$ cat src/rtl/toggle_gen.sv
// toggle_gen: multi-channel programmable toggle/pulse generator with shadowed config and global sync.
module toggle_gen #(
  parameter int NUM_CH     = 4,
  parameter int CNT_W      = 8,
  parameter int RST_PERIOD = 2,
  parameter int CH_W       = $clog2(NUM_CH)
) (
  input  logic              clk,
  input  logic              rst_n,
  input  logic              cfg_we,
  input  logic [CH_W-1:0]   cfg_ch,
  input  logic [CNT_W-1:0]  cfg_period,
  input  logic              cfg_mode,
  input  logic [NUM_CH-1:0] ch_en,
  input  logic              sync,
  output logic [NUM_CH-1:0] out,
  output logic [NUM_CH-1:0] tick
);
  for (genvar g = 0; g < NUM_CH; g++) begin : g_ch
    logic [CNT_W-1:0] cnt_q, cnt_d, per_q, per_d, sh_per_q, sh_per_d;
    logic mode_q, mode_d, sh_mode_q, sh_mode_d, out_q, out_d, tick_q, tick_d;
    logic wr, wrap, ld;
    assign wr   = cfg_we && (int'(cfg_ch) == g);
    assign wrap = cnt_q == per_q;
    assign ld   = sync || !ch_en[g] || wrap;
    // A write on a load edge bypasses the shadow so the new value wins immediately.
    always_comb begin
      sh_per_d  = wr ? cfg_period : sh_per_q;
      sh_mode_d = wr ? cfg_mode : sh_mode_q;
      per_d     = ld ? sh_per_d : per_q;
      mode_d    = ld ? sh_mode_d : mode_q;
      cnt_d     = sync ? '0 : !ch_en[g] ? cnt_q : wrap ? '0 : cnt_q + CNT_W'(1);
      tick_d    = !sync && ch_en[g] && wrap;
      out_d     = sync ? 1'b0 : (ch_en[g] && wrap) ? (mode_d | ~out_q) : (out_q & ~mode_d);
    end
    always_ff @(posedge clk or negedge rst_n) begin
      if (!rst_n) begin
        cnt_q     <= '0;
        per_q     <= CNT_W'(RST_PERIOD);
        sh_per_q  <= CNT_W'(RST_PERIOD);
        mode_q    <= 1'b0;
        sh_mode_q <= 1'b0;
        out_q     <= 1'b0;
        tick_q    <= 1'b0;
      end else begin
        cnt_q     <= cnt_d;
        per_q     <= per_d;
        sh_per_q  <= sh_per_d;
        mode_q    <= mode_d;
        sh_mode_q <= sh_mode_d;
        out_q     <= out_d;
        tick_q    <= tick_d;
      end
    end
    assign out[g]  = out_q;
    assign tick[g] = tick_q;
  end
endmodule

$ cat config.mk
export PLATFORM = sky130hd
export DESIGN_NAME = toggle_gen
export DESIGN_NICKNAME = d
export VERILOG_FILES = /design/src/rtl/toggle_gen.sv
export SDC_FILE = /design/constraint.sdc
export NUM_CORES = 1
export LEC_CHECK = 0
export ABC_CLOCK_PERIOD_IN_PS = 1900
export CAP_MARGIN = 0
export CORE_ASPECT_RATIO = 2
export CORE_MARGIN = 2
export CORE_UTILIZATION = 30
export DETAILED_ROUTE_END_ITERATION = 10
export PLACE_DENSITY = 0.48
export SYNTH_ARGS = -nofsm -noshare
export SYNTH_HDL_FRONTEND = slang
export SYNTH_SLANG_ARGS = --single-unit
$ cat constraint.sdc
create_clock -name clk -period 1.9 [get_ports clk]
set_input_delay 0.19 -clock clk [delete_from_list [all_inputs] [get_ports clk]]
set_output_delay 0.19 -clock clk [all_outputs]
set_load 0.01 [all_outputs]
==> qor.txt, run 1 <==
status - complete, no violations
crit path DAT - 2.04 ns
post-DR wirelength/cell - 16.4 um
die footprint - 18,600 um2
Yosys cell types - 52
fraction of registers with async set/reset - 100%
GRT Total Usage - 14.0%
initial antenna violation count - 0
starting density of the core - 30.4%
Fin. Hold Viols - 0
total iterations of the first detailed-routing run - 4
Crit Path Max Fanout - 8
endpoint class of the critical path - flip-flop
dpl cells - 725
Max Fclk - 0.556 GHz
Clock Pin Slew Worst Setup and Hold Paths - 0.07 ns
RSZ-0062 raised after global routing - no
FILL cells - 1,714
Leak - 2.75 nW
CTS Root Cell - clkbuf_16
Area contributors post-synth - dfrtp_1, mux2_2, nor2_1
grt ovf - 0
clk_skew - 0.00677 ns
Num CTS Buffers - 9
share of layout cells above drive strength 1 - 24.1%
Clk Latency, worst-skew pair - 0.35 ns
Die W - 97.4 um
Yosys top cell by area - dfrtp_1
Synth top area share - 49.8%
top_reg_cell synth - dfrtp_1
Max IR drop VDD - 0.432 mV
Finished Layout Cells - 742
Final ANT Viol Nets - 0
MaxCap Viol Count - 0
Final setup viols - 0
worst-margin pin slew - 0.516 ns
HP Class - in2async
Final period util - 94.7%
synthesized area per cell - 11.1 um2
Post-synth EDFFs - 0
first-pass GRT wire length - 20.2 mm
WS Path Type - reg2reg
M3 GR Usage - 2.86%
Core Area - 17,200 um2
Die H - 191 um
Syn Inst Count - 473
Rows - 68
antenna cells - 0
GRT Max-Usage Layer - met2
First DRT Iteration DRCs - 118
post-DP HPWL - 9.02 mm
vias in the first global route - 3,853
Seq/Total Area, Yosys - 53.8%
P per Cell Area - 914 nW/um2
Cell Area, Synth - 5230 um2
routability cong. - 0.749
Synthesized Nets - 496
H-tree level count - 3
via count - 3,637
Fin Setup TNS - 0 ns
CTS tree - yes
Slew HR - 65.6%
TritonCTS Sinks - 112
FF+latch count, synth - 112
M1 GR Usage - 14.8%
CTS max path bufs - 2
Yosys Warn Count - 0
met2 usage - 26.7%
crit path launch type - flip-flop
Final nets - 550
Area Growth Syn to Fin - 19.7%
largest net degree at the start of global routing - 46
post-layout minimum cycle time - 1.80 ns
WP data required - 2.14 ns
buffers added on ports - 26
drc violations - 0
I/O pins - 27
WL final - 12.1 mm
Via density - 4.90
Slew Limit Fails - 0
## cell usage in the layout (no fill, tap or decap), drive strengths merged, types with 6 or more instances in the layout
cell	instances
a21o	11
a21oi	20
a22o	6
a31oi	6
and3	8
buf	41
clkbuf	9
clkdlybuf4s50	25
dfrtp	104
dfstp	8
inv	12
mux2	44
mux2i	6
nand2	21
nand2b	7
nand3	12
nor2	86
nor4	6
o21ai	15
or3	7
xnor2	8
xor2	24
## critical path, cell delays in order, from the launching register on
cell     delay [ns]
dfrtp_1        0.47
xor2_1         0.20
nor4_4         0.38
a21o_2         0.29
mux2_2         0.35
## layout make-up
| type | count | area (um2) | area share (%) |
|---|---|---|---|
| flip-flops and latches | 112 | 2810 | 44.9 |
| multi-input cells | 328 | 2240 | 35.8 |
| clock buffers | 9 | 225 | 3.60 |
| inverters | 9 | 33.8 | 0.540 |
| well taps | 210 | 263 | 4.20 |
| repair buffers | 67 | 622 | 9.93 |
| clock inverters | 7 | 62.6 | 0.999 |
## worst paths after layout
check                                           end  slack [ns]                 from  cells past startpoint
worst max-delay path                 g_ch[3].mode_q        0.10     g_ch[3].cnt_q[5]                      4
worst min-delay path               g_ch[1].cnt_q[5]        0.35                rst_n                      2
worst max register to register       g_ch[3].mode_q        0.10     g_ch[3].cnt_q[5]                      4
worst min register to register  g_ch[1].sh_per_q[2]        0.50  g_ch[1].sh_per_q[2]                      1
max in group asynchronous          g_ch[2].per_q[1]        0.85                rst_n                      3
min in group clk                     g_ch[0].tick_q        0.48             ch_en[0]                      3
## synthesized netlist by cell type (2+ instances only)
| cell type | count |
|---|---|
| dfrtp_1 | 104 |
| nor2_1 | 86 |
| mux2_2 | 44 |
| xor2_1 | 23 |
| nand2_1 | 21 |
| a21oi_1 | 18 |
| o21ai_0 | 14 |
| buf_4 | 11 |
| nand3_1 | 11 |
| a21o_1 | 9 |
| inv_1 | 9 |
| and3_1 | 8 |
| dfstp_2 | 8 |
| xnor2_1 | 8 |
| buf_2 | 7 |
| nand2b_1 | 7 |
| or3_1 | 7 |
| a31oi_1 | 6 |
| mux2i_1 | 6 |
| a22o_1 | 5 |
| ha_1 | 4 |
| nor3b_1 | 4 |
| a41oi_1 | 3 |
| buf_6 | 3 |
| clkbuf_1 | 3 |
| nand3b_1 | 3 |
| nor3_1 | 3 |
| o22ai_1 | 3 |
| or2_2 | 3 |
| a211oi_1 | 2 |
| a21o_2 | 2 |
| a21oi_2 | 2 |
| a311oi_1 | 2 |
| and4_1 | 2 |
| nand4_1 | 2 |
| nor4_1 | 2 |
| nor4_2 | 2 |
| nor4_4 | 2 |
## stage by stage
stage / worst slack, ns / instance area [um2] / power (mW) / hold WS [ns] / util [%]
final: 0.101 / 6260 / 5.72 / 0.353 / 36.4
after global routing: 0.00983 / 6260 / 6.06 / 0.397 / 36.4
after CTS: 0.0380 / 6240 / 5.80 / 0.362 / 36.3
after detailed placement: -0.0665 / 5940 / 3.92 / 0.198 / 34.6
after global placement: -0.0520 / 5940 / 3.89 / 0.201 / 34.6
after floorplan: 0.223 / 5230 / 3.54 / -0.106 / -
## flip-flops by register name (all words and copies together) (netlist names)
signal and flops:
g_ch.sh_mode_q 4, g_ch.cnt_q 32, g_ch.out_q 4, g_ch.tick_q 4, g_ch.sh_per_q 32, g_ch.mode_q 4, g_ch.per_q 32
## routing by layer
layer,vias up,routed length (um)
met2,36,6980
li1,1747,-
met1,1840,4690
met4,0,251
met5,-,0
met3,14,223
## kinds of logic (layout without fill, tap and decap cells)
group | count (synthesis) | count (layout) | share of synthesized area [%]
fa+ha+maj | 4 | 4 | 0.957
mux | 50 | 50 | 10.6
simple gates | 165 | 165 | 15.4
flops | 112 | 112 | 53.8
buf+inv | 33 | 92 | 3.76
compound gates | 77 | 77 | 9.95
xor+xnor | 32 | 32 | 5.50
## where the power goes
part,switching [mW],internal [mW]
clock network,0.939,0.917
logic,0.497,0.461
registers,0.178,2.73
total,1.61,4.11
## timing repair
action	4_1_cts	5_1_grt
gates resized for setup	0	5
setup buffers	0	0
endpoints found under the setup margin	0	26
hold buffers	1	0
endpoints found under the hold margin	28	0
Power figures use the tool's default switching activity.
==> inputs of run 2 (changes only) <==
--- a/config.mk
+++ b/config.mk
@@ -11,7 +11,7 @@
 export CORE_MARGIN = 2
 export CORE_UTILIZATION = 30
 export DETAILED_ROUTE_END_ITERATION = 10
-export PLACE_DENSITY = 0.48
+export PLACE_DENSITY_LB_ADDON = 0.08
 export SYNTH_ARGS = -nofsm -noshare
 export SYNTH_HDL_FRONTEND = slang
 export SYNTH_SLANG_ARGS = --single-unit
==> run 2 against run 1 <==
- critical path depth is the same
- worst hold slack worse by 0.065 ns
- largest cell class unchanged
- flip-flop and latch count unchanged
- core utilization grew 0.29 points
- critical path type unchanged
- highest routed layer unchanged
- clock-buffer cell count unchanged
- critical endpoint unchanged
- sequential power is essentially flat
- routed wire length increased by 2.2%
==> qor.txt, run 2 (synthesis gave the netlist of run 1 again) <==
most frequent cells in the layout - dfrtp_1, nor2_1, mux2_2, buf_4, clkdlybuf4s50_1
antenna cells - 0 (unchanged)
Slew Limit Fails - 0 (unchanged)
Reg2Reg Setup Slack - 0.14 ns (+0.04 ns)
FILL cells - 1,740 (+1.5%)
Crit. path cell count - 4 (unchanged)
Worst Setup EP - g_ch[3].mode_q
Slew HR - 74.2% (+8.5 points)
buffers added on ports - 26 (unchanged)
Die W - 97.4 um (unchanged)
CTS tree - yes
first-pass GRT wire length - 20.2 mm (about the same)
total power - 6.06 mW (+5.9%)
RR Endpoint - g_ch[3].mode_q
via count - 3,574 (-1.7%)
Via density - 4.81 (-1.9%)
clk_skew - 0.00959 ns (+0.00283 ns)
setup ws final - 0.143 ns (+0.0419 ns)
Worst Reg-to-Reg Cells - 4 (unchanged)
Num CTS Buffers - 9 (unchanged)
crit path launch type - flip-flop
Clk Latency, worst-skew pair - 0.36 ns (about the same)
Max stage delay on crit path - 0.44 ns (-0.03 ns)
combinational share of power - 15.4% (-1.3 points)
CTS max path bufs - 2 (unchanged)
dpl cell area - 5950 um2 (+0.13%)
endpoint class of the critical path - flip-flop
commonest non-fill, non-tap cell in the layout - dfrtp_1
Psw - 1.58 mW (-2.3%)
vias in the first global route - 3,752 (-2.6%)
WS Path Type - reg2reg
P per Cell Area - 960 nW/um2 (+5.0%)
RSZ-0062 raised after global routing - no
HP Class - in2async
post-layout minimum cycle time - 1.76 ns (-0.0419 ns)
area of the multi-input gates - 2230 um2 (-0.56%)
Largest delay share family, worst path - flip-flops
Rows - 68 (unchanged)
Leak - 2.79 nW (+1.4%)
Crit Path Max Fanout - 6 (-2)
crit path DAT - 2.00 ns (-0.04 ns)
largest net degree at the start of global routing - 31 (-33%)
I/O pins - 27 (unchanged)
initial antenna violation count - 0 (unchanged)
Max Fclk - 0.569 GHz (+2.4%)
WP data required - 2.15 ns (about the same)
Worst R2R Start - g_ch[3].cnt_q[2]
WHS - 0.288 ns (-0.0649 ns)
worst-margin pin slew - 0.386 ns (-0.130 ns)
GRT Total Usage - 14.0% (+0.044 points)
routability cong. - 0.727 (-3.0%)
First DRT Iteration DRCs - 129 (+9.3%)
Fin Setup TNS - 0 ns (unchanged)
Core Area - 17,200 um2 (unchanged)
drc violations - 0 (unchanged)
status - complete, no violations
clock power share - 36.4% (+4.0 points)
sw frac - 26.0% (-2.2 points)
Final setup viols - 0 (unchanged)
grt ovf - 0 (unchanged)
starting density of the core - 30.4% (unchanged)
WL final - 12.4 mm (+2.2%)
Die H - 191 um (unchanged)
sequential share of power - 48.2% (-2.6 points)
die footprint - 18,600 um2 (unchanged)
CP bufs+invs - 0 (unchanged)
Area Growth Syn to Fin - 20.6%
Int Power - 4.48 mW (+9.1%)
share of layout cells above drive strength 1 - 24.0% (-0.045 points)
total iterations of the first detailed-routing run - 4 (unchanged)
Final period util - 92.5% (-2.2 points)
Final nets - 551 (+0.18%)
H-tree level count - 3 (unchanged)
finished layout cell area - 6310 um2 (+0.80%)
Place WS - -0.0803 ns (-0.0138 ns)
Clock Pin Slew Worst Setup and Hold Paths - 0.08 ns (about the same)
post-DP HPWL - 9.33 mm (+3.5%)
Final ANT Viol Nets - 0 (unchanged)
Fin. Hold Viols - 0 (unchanged)
MaxCap Viol Count - 0 (unchanged)
CTS Root Cell - clkbuf_16
CP max stage cell - dfrtp_1
CP Cell Sequence - xor2_1 -> nor4_4 -> a21o_2 -> mux2_2
TritonCTS Sinks - 112 (unchanged)
crit path from - g_ch[3].cnt_q[2]
Top Registers - g_ch.cnt_q: 32 flops, g_ch.per_q: 32 flops, g_ch.sh_per_q: 32 flops
Seq. cell area - 2810 um2 (unchanged)
Max IR drop VDD - 0.390 mV (-9.9%)
post-DR wirelength/cell - 16.7 um (+2.1%)
==> run 2: worst register-to-register path, stage by stage, from the launching register on <==
cell,delay [ns]
dfrtp_1,0.44
xor2_1,0.21
nor4_4,0.39
a21o_2,0.27
mux2_2,0.35
==> run 2: cell type report <==
type	count	area share, %
Sequential cell	112	44.6
Multi-Input combinational cell	328	35.3
Timing Repair Buffer	68	9.97
Inverter	9	0.535
Tap cell	210	4.16
Clock buffer	9	3.57
Clock inverter	7	1.86
==> run 2: timing repair <==
item	in CTS	in global routing
endpoints found under the setup margin	0	13
gates resized for setup	0	3
hold buffers	1	0
setup buffers	0	0
endpoints found under the hold margin	20	0
==> run 2: worst min path at each step <==
stage | endpoint | slack, ns
detailed placement | g_ch[3].cnt_q[5] | 0.14
global placement | g_ch[3].cnt_q[5] | 0.14
finish | g_ch[3].cnt_q[2] | 0.29
global route | g_ch[3].cnt_q[5] | 0.31
floorplan | g_ch[0].cnt_q[0] | -0.11
CTS | g_ch[3].cnt_q[5] | 0.30
==> run 2: power by group through the flow <==
stage | clock, mW | sequential [mW] | combinational [mW]
2_1_floorplan | 0 | 2.91 | 0.629
3_3_place_gp | 0 | 2.96 | 0.934
3_5_place_dp | 0 | 2.97 | 0.951
4_1_cts | 2.28 | 2.93 | 0.955
5_1_grt | 2.36 | 2.96 | 1.05
6_report | 2.20 | 2.92 | 0.936
==> run 2: per-layer routing <==
metal	global-route usage, %	part of all wire, %	up-vias
met4	5.82	2.2	0
met3	2.35	1.9	16
met5	0	0	-
li1	-	-	1744
met1	15.2	40	1781
met2	26.6	56	33
==> run 2: stage by stage <==
step | cells | util [%]
after floorplan | 473 | -
after global placement | 726 | 34.6
after detailed placement | 726 | 34.6
after CTS | 743 | 36.6
after global routing | 743 | 36.7
final | 743 | 36.7
